### config.mk
export PLATFORM = sky130hd
export DESIGN_NAME = maxpool_ctrl
export DESIGN_NICKNAME = d
export VERILOG_FILES = /design/src/rtl/maxpool_ctrl.sv
export SDC_FILE = /design/constraint.sdc
export NUM_CORES = 1
export LEC_CHECK = 0
export BUFFER_PORTS_ARGS = -buffer_cell sky130_fd_sc_hd__buf_2
export CORE_MARGIN = 4
export CORE_UTILIZATION = 50
export DETAILED_ROUTE_END_ITERATION = 12
export HOLD_SLACK_MARGIN = 0.1
export PLACE_DENSITY_LB_ADDON = 0.25
export SETUP_SLACK_MARGIN = 0.2
export SLEW_MARGIN = 25
export SYNTH_ARGS = -nofsm -noshare
export SYNTH_HDL_FRONTEND = slang
export SYNTH_SLANG_ARGS = --single-unit
### constraint.sdc
create_clock -name i_clk -period 2.1 [get_ports i_clk]
set_clock_uncertainty 0.2 [all_clocks]
set_input_delay 0.315 -clock i_clk [delete_from_list [all_inputs] [get_ports i_clk]]
set_output_delay 0.315 -clock i_clk [all_outputs]
set_load 0.01 [all_outputs]
### src/rtl/maxpool_ctrl.sv
`default_nettype none
// ============================================================================
//  Module   : maxpool_ctrl
//  Purpose  : Sequencing controller for a 2x2 / stride-2 max-pool datapath.
//             Even rows are written into a line buffer. Odd rows read the
//             line buffer back. A horizontal hold register pairs adjacent
//             columns. One pooled result is emitted per 2x2 window through
//             a valid/ready handshake with back-pressure.
//  Options  : MAXPOOL_CTRL_STATS_EN - adds o_window_count. It counts the
//             windows that downstream accepts in the current frame.
//  Ports    : i_clk, i_reset (async, active-high)
//             i_start                     - frame start, honoured in IDLE only
//             i_data_valid / o_data_ready - upstream pixel handshake
//             o_lb_wr_en, o_lb_rd_en,
//             o_lb_addr                   - line-buffer control, column address
//             o_hold_en                   - latch pixel into horizontal hold reg
//             o_pool_valid, o_pool_last,
//             i_pool_ready                - downstream pooled-result handshake
//             o_busy, o_frame_done        - status
//  Revision : 1.0 - initial release
// ============================================================================
module maxpool_ctrl #(
    parameter int IMAGE_WIDTH  = 256,
    parameter int IMAGE_HEIGHT = 256
) (
    input  logic                              i_clk,
    input  logic                              i_reset,
    input  logic                              i_start,
    input  logic                              i_data_valid,
    output logic                              o_data_ready,
    output logic                              o_lb_wr_en,
    output logic                              o_lb_rd_en,
    output logic [$clog2(IMAGE_WIDTH)-1:0]    o_lb_addr,
    output logic                              o_hold_en,
    output logic                              o_pool_valid,
    output logic                              o_pool_last,
    input  logic                              i_pool_ready,
`ifdef MAXPOOL_CTRL_STATS_EN
    output logic [$clog2((IMAGE_WIDTH/2)*(IMAGE_HEIGHT/2)):0] o_window_count,
`endif
    output logic                              o_busy,
    output logic                              o_frame_done
);

    localparam int AW = $clog2(IMAGE_WIDTH);
    localparam int RW = $clog2(IMAGE_HEIGHT);

    localparam logic [AW-1:0] C_COL_LAST = AW'(IMAGE_WIDTH - 1);
    localparam logic [RW-1:0] C_ROW_LAST = RW'(IMAGE_HEIGHT - 1);

    typedef enum logic [1:0] {
        S_IDLE     = 2'd0,
        S_EVEN_ROW = 2'd1,
        S_ODD_ROW  = 2'd2,
        S_DONE     = 2'd3
    } state_t;

    state_t          state_q,      state_d;
    logic [AW-1:0]   col_q,        col_d;
    logic [RW-1:0]   row_q,        row_d;
    logic            pool_valid_q, pool_valid_d;
    logic            pool_last_q,  pool_last_d;
    logic            frame_done_q, frame_done_d;

    logic            w_in_rows;
    logic            w_ready;
    logic            w_accept;
    logic            w_col_last;
    logic            w_frame_end;
    logic            w_win_set;

    assign w_in_rows   = (state_q == S_EVEN_ROW) || (state_q == S_ODD_ROW);
    // Back-pressure: an unconsumed window blocks new pixels. This keeps the
    // datapath max register from being overwritten before downstream takes it.
    assign w_ready     = w_in_rows && !(pool_valid_q && !i_pool_ready);
    assign w_accept    = i_data_valid && w_ready;
    assign w_col_last  = (col_q == C_COL_LAST);
    assign w_frame_end = (state_q == S_ODD_ROW) && w_col_last && (row_q == C_ROW_LAST);
    // The second pixel of an odd-row column pair closes a 2x2 window. The
    // result becomes valid one cycle later, in step with the line-buffer read.
    assign w_win_set   = w_accept && (state_q == S_ODD_ROW) && col_q[0];

    always_comb begin
        state_d      = state_q;
        col_d        = col_q;
        row_d        = row_q;
        pool_valid_d = pool_valid_q;
        pool_last_d  = pool_last_q;
        frame_done_d = 1'b0;

        if (pool_valid_q && i_pool_ready) begin
            pool_valid_d = 1'b0;
            pool_last_d  = 1'b0;
        end
        // A window closing in the same cycle as a handshake takes priority.
        if (w_win_set) begin
            pool_valid_d = 1'b1;
            pool_last_d  = w_frame_end;
        end

        case (state_q)
            S_IDLE: begin
                if (i_start) begin
                    state_d = S_EVEN_ROW;
                    col_d   = '0;
                    row_d   = '0;
                end
            end
            S_EVEN_ROW, S_ODD_ROW: begin
                if (w_accept) begin
                    if (w_col_last) begin
                        col_d = '0;
                        if (w_frame_end) begin
                            // Row returns to zero rather than running past the
                            // last row.
                            state_d = S_DONE;
                            row_d   = '0;
                        end else begin
                            row_d   = row_q + RW'(1);
                            state_d = (state_q == S_EVEN_ROW) ? S_ODD_ROW : S_EVEN_ROW;
                        end
                    end else begin
                        col_d = col_q + AW'(1);
                    end
                end
            end
            S_DONE: begin
                // Wait for the final window to drain before reporting done.
                if (!pool_valid_q || i_pool_ready) begin
                    state_d      = S_IDLE;
                    frame_done_d = 1'b1;
                end
            end
            default: state_d = S_IDLE;
        endcase
    end

    always_ff @(posedge i_clk or posedge i_reset) begin
        if (i_reset) begin
            state_q      <= S_IDLE;
            col_q        <= '0;
            row_q        <= '0;
            pool_valid_q <= 1'b0;
            pool_last_q  <= 1'b0;
            frame_done_q <= 1'b0;
        end else begin
            state_q      <= state_d;
            col_q        <= col_d;
            row_q        <= row_d;
            pool_valid_q <= pool_valid_d;
            pool_last_q  <= pool_last_d;
            frame_done_q <= frame_done_d;
        end
    end

`ifdef MAXPOOL_CTRL_STATS_EN
    localparam int CW = $clog2((IMAGE_WIDTH/2)*(IMAGE_HEIGHT/2)) + 1;

    logic [CW-1:0] window_count_q, window_count_d;

    always_comb begin
        window_count_d = window_count_q;
        if ((state_q == S_IDLE) && i_start) begin
            window_count_d = '0;
        end else if (pool_valid_q && i_pool_ready) begin
            window_count_d = window_count_q + CW'(1);
        end
    end

    always_ff @(posedge i_clk or posedge i_reset) begin
        if (i_reset) begin
            window_count_q <= '0;
        end else begin
            window_count_q <= window_count_d;
        end
    end

    assign o_window_count = window_count_q;
`endif

    assign o_data_ready = w_ready;
    assign o_lb_wr_en   = w_accept && (state_q == S_EVEN_ROW);
    assign o_lb_rd_en   = w_accept && (state_q == S_ODD_ROW);
    assign o_hold_en    = w_accept && !col_q[0];
    assign o_lb_addr    = col_q;
    assign o_pool_valid = pool_valid_q;
    assign o_pool_last  = pool_last_q;
    assign o_busy       = (state_q != S_IDLE);
    assign o_frame_done = frame_done_q;

endmodule
`default_nettype wire
==> flow_summary.yaml <==
status:
  status: "finished, violations left"
  violations: "setup timing"
hold_path:
  hp-class: "input pin to register"
  whs_endpoint: "o_pool_last"
  hold_start: "i_pool_ready"
  whs_path_depth: 4
cts:
  cts_buffers: 3
  clk_pin_slew_worst_paths_ns: 0.13
  htree_levels: 1
  cts_root_buf: "clkbuf_4"
  cts_tree: "done"
  clock_sinks: 21
  cts_buffer_depth: 2
  clock_latency_ns: 0.32
synth:
  yosysWarnings: 0
  async_reset_ff_share_pct: 100
  yosys-top-cells-count: "21 x dfrtp_1, 16 x nand2_1, 16 x o21ai_0, 11 x nand3_1, 8 x nand4_1"
  synth_most_common_cell: "dfrtp_1"
  yosysSeqAreaShare_pct: 41.0
  yosys.area.top_type: "dfrtp_1"
  synthFlopType: "dfrtp_1"
  yosysTopAreaCellShare_pct: 41.0
  synth_nets: 155
  syn_avg_cell_area_sq_um: 8.90
  yosysUniqueCellTypes: 34
  synth_area_leaders: "dfrtp_1 41%, o21ai_0 6.3%, ha_1 5.9%"
  netlist_instances: 144
  synth-seq-cells: 21
  synth_enable_flop_cells: 0
  syn-cell-area_sq_um: 1280
route:
  viasPerCell: 6.16
  drt_pass1_iterations: 4
  drc_errors: 0
  vias: 1387
  drt_wl_total_um: 3940
  avgRoutedWirePerCell_um: 17.5
  detail-route-antenna-nets: 0
  first_iter_violations: 104
die:
  io_pins: 21
  initial_core_util_pct: 52.2
  die_w_um: 58.6
  die_height_um: 58.6
  rows: 18
  die_area_sq_um: 3440
  fp.coreArea_sq_um: 2450
worst_setup_path:
  startpoint_type: "register"
  worstSetupEndpointType: "primary output"
  r2r_cells: 8
  reg2reg_setup_slack_ns: -0.01
  worstReg2RegEnd: "o_lb_addr[3]"
  required_ns: 1.58
  crit_fanout: 3
  arrival_ns: 1.61
  criticalPathCategory: "register to primary output"
  r2r_start: "state_q[1]"
grt:
  grt_first_pass_wirelength_um: 5620
  grt_pass1_vias: 1229
  grt_max_degree: 22
  grt.busiest_layer: "met2"
  met2_usage_pct: 37.0
  use_met3_pct: 3.29
  grt_overflow: 0
  grt_usage_pct: 21.1
  antenna_found_initial: 0
  met1_usage_pct: 27.0
timing:
  rsz0062_at_grt: "yes"
  setup_ws_ns: -0.0216
  finalCritPeriodShare_pct: 101
  finalSetupViolCount: 4
  fmax_mhz: 471
  slew_viol_final: 0
  slew_headroom_pct: 72.4
  hold_violations: 0
  fin_tns_setup_ns: -0.0608
  period_needed_ns: 2.12
  tightest_slew_ns: 0.410
layout:
  diodes: 0
  fillers: 151
  nets: 207
  drive_above_1_share_pct: 50.3
  area_delta_synth_final_pct: 52.5
  fin_cells: 225
place:
  place_inst: 200
  gp_congestion: 0.776
  numPortBuffers: 20
  hpwl_um: 2310
flow_run:
  drv_cap: 0
power:
  leakage_nw: 0.888
  powerDensity_nw_per_um2: 1760
  peakVddDrop_mv: 1.55
[sequential cells by signal, summed over array words and instances (netlist names)]
| signal | cells |
|---|---|
| o_lb_addr | 8 |
| o_pool_last | 1 |
| o_pool_valid | 1 |
| row_q | 8 |
| o_frame_done | 1 |
| state_q | 2 |
[through the flow]
stage               setup slack, ns  power (mW)  cell area [sq um]  util (%)  hold slack (ns)
detailed placement           0.0406        2.18               1560      63.4            0.163
global placement             0.0748        2.13               1560      63.4            0.155
global route                -0.0883        3.67               1950      79.6            0.155
floorplan                     0.110        1.70               1370         -           0.0914
finish                      -0.0216        3.44               1950      79.6            0.127
CTS                         -0.0417        2.65               1710      69.7            0.133
[worst max-delay path by stage]
stage                 endpoint        from  depth (start not counted)  slack (ns)
detailed placement    row_q[7]  state_q[0]                          6        0.04
global placement      row_q[7]  state_q[0]                          6        0.07
CTS                 o_lb_rd_en  state_q[1]                          7       -0.04
finish              o_lb_wr_en  state_q[1]                          7       -0.02
global route        o_lb_rd_en  state_q[0]                          7       -0.09
floorplan             row_q[5]  state_q[1]                          7        0.11
[critical path, stage by stage, from the launching register on]
cell	delay, ns
dfrtp_1	0.40
inv_2	0.06
ha_4	0.29
buf_6	0.11
nand2_4	0.05
a21oi_4	0.13
and2_4	0.16
buf_6	0.09
[layer usage]
layer	wire, um	share of wire (%)	up-vias
li1	-	-	644
met1	1550	39	670
met2	2060	52	60
met3	225	5.7	13
met4	102	2.6	0
met5	0	0	-
[layout make-up]
type,instances,area (sq um),area share (%)
Tap cell,30,37.5,1.92
Inverter,6,22.5,1.15
Clock inverter,1,5.00,0.256
Timing Repair Buffer,51,409,20.9
Clock buffer,3,22.5,1.15
Multi-Input combinational cell,113,928,47.5
Sequential cell,21,529,27.1
[layout by cell type, fill, tap and decap left out, types with 3 or more instances in the layout]
cell      count
dfrtp_2       3
nand3_1       7
nand4_1       8
buf_2        19
nand2_1      10
nor2_1        6
o21ai_2       6
ha_4          3
clkbuf_4      3
nand2_2       4
buf_6        11
a21oi_2       3
ha_1          3
inv_2         3
buf_4        18
inv_1         3
o21ai_0       3
dfrtp_1      18
and3_1        3
o21ai_1       7
nand2b_1      5
nand3_2       4
and2_1        3
[logic make-up (layout without fill, tap and decap cells)]
| kind of cell | Yosys count | after routing | share of synthesized area, % |
|---|---|---|---|
| AO/OA/AOI/OAI | 33 | 33 | 16.4 |
| adder cells (fa/ha/maj) | 6 | 6 | 5.86 |
| buffers and inverters | 10 | 61 | 2.93 |
| flip-flops | 21 | 21 | 41.0 |
| multiplexers | 3 | 3 | 2.44 |
| AND/OR/NAND/NOR | 71 | 71 | 31.3 |
[where the power goes]
part / leakage, nW / total, mW / internal (mW) / switching [mW]
Clock: 0.0177 / 0.213 / 0.0715 / 0.142
Combinational: 0.602 / 2.54 / 1.29 / 1.24
Sequential: 0.269 / 0.694 / 0.528 / 0.166
Total: 0.888 / 3.44 / 1.89 / 1.55
[repair_timing]
action | in CTS | in global routing
hold buffers | 1 | 0
gates cloned | 0 | 2
buffers inserted | 9 | 9
hold endpoints to repair | 21 | 0
gates resized for setup | 12 | 40
pin swaps | 9 | 12
endpoints found under the setup margin | 18 | 22
No activity file was read; power rests on OpenSTA's default activity.
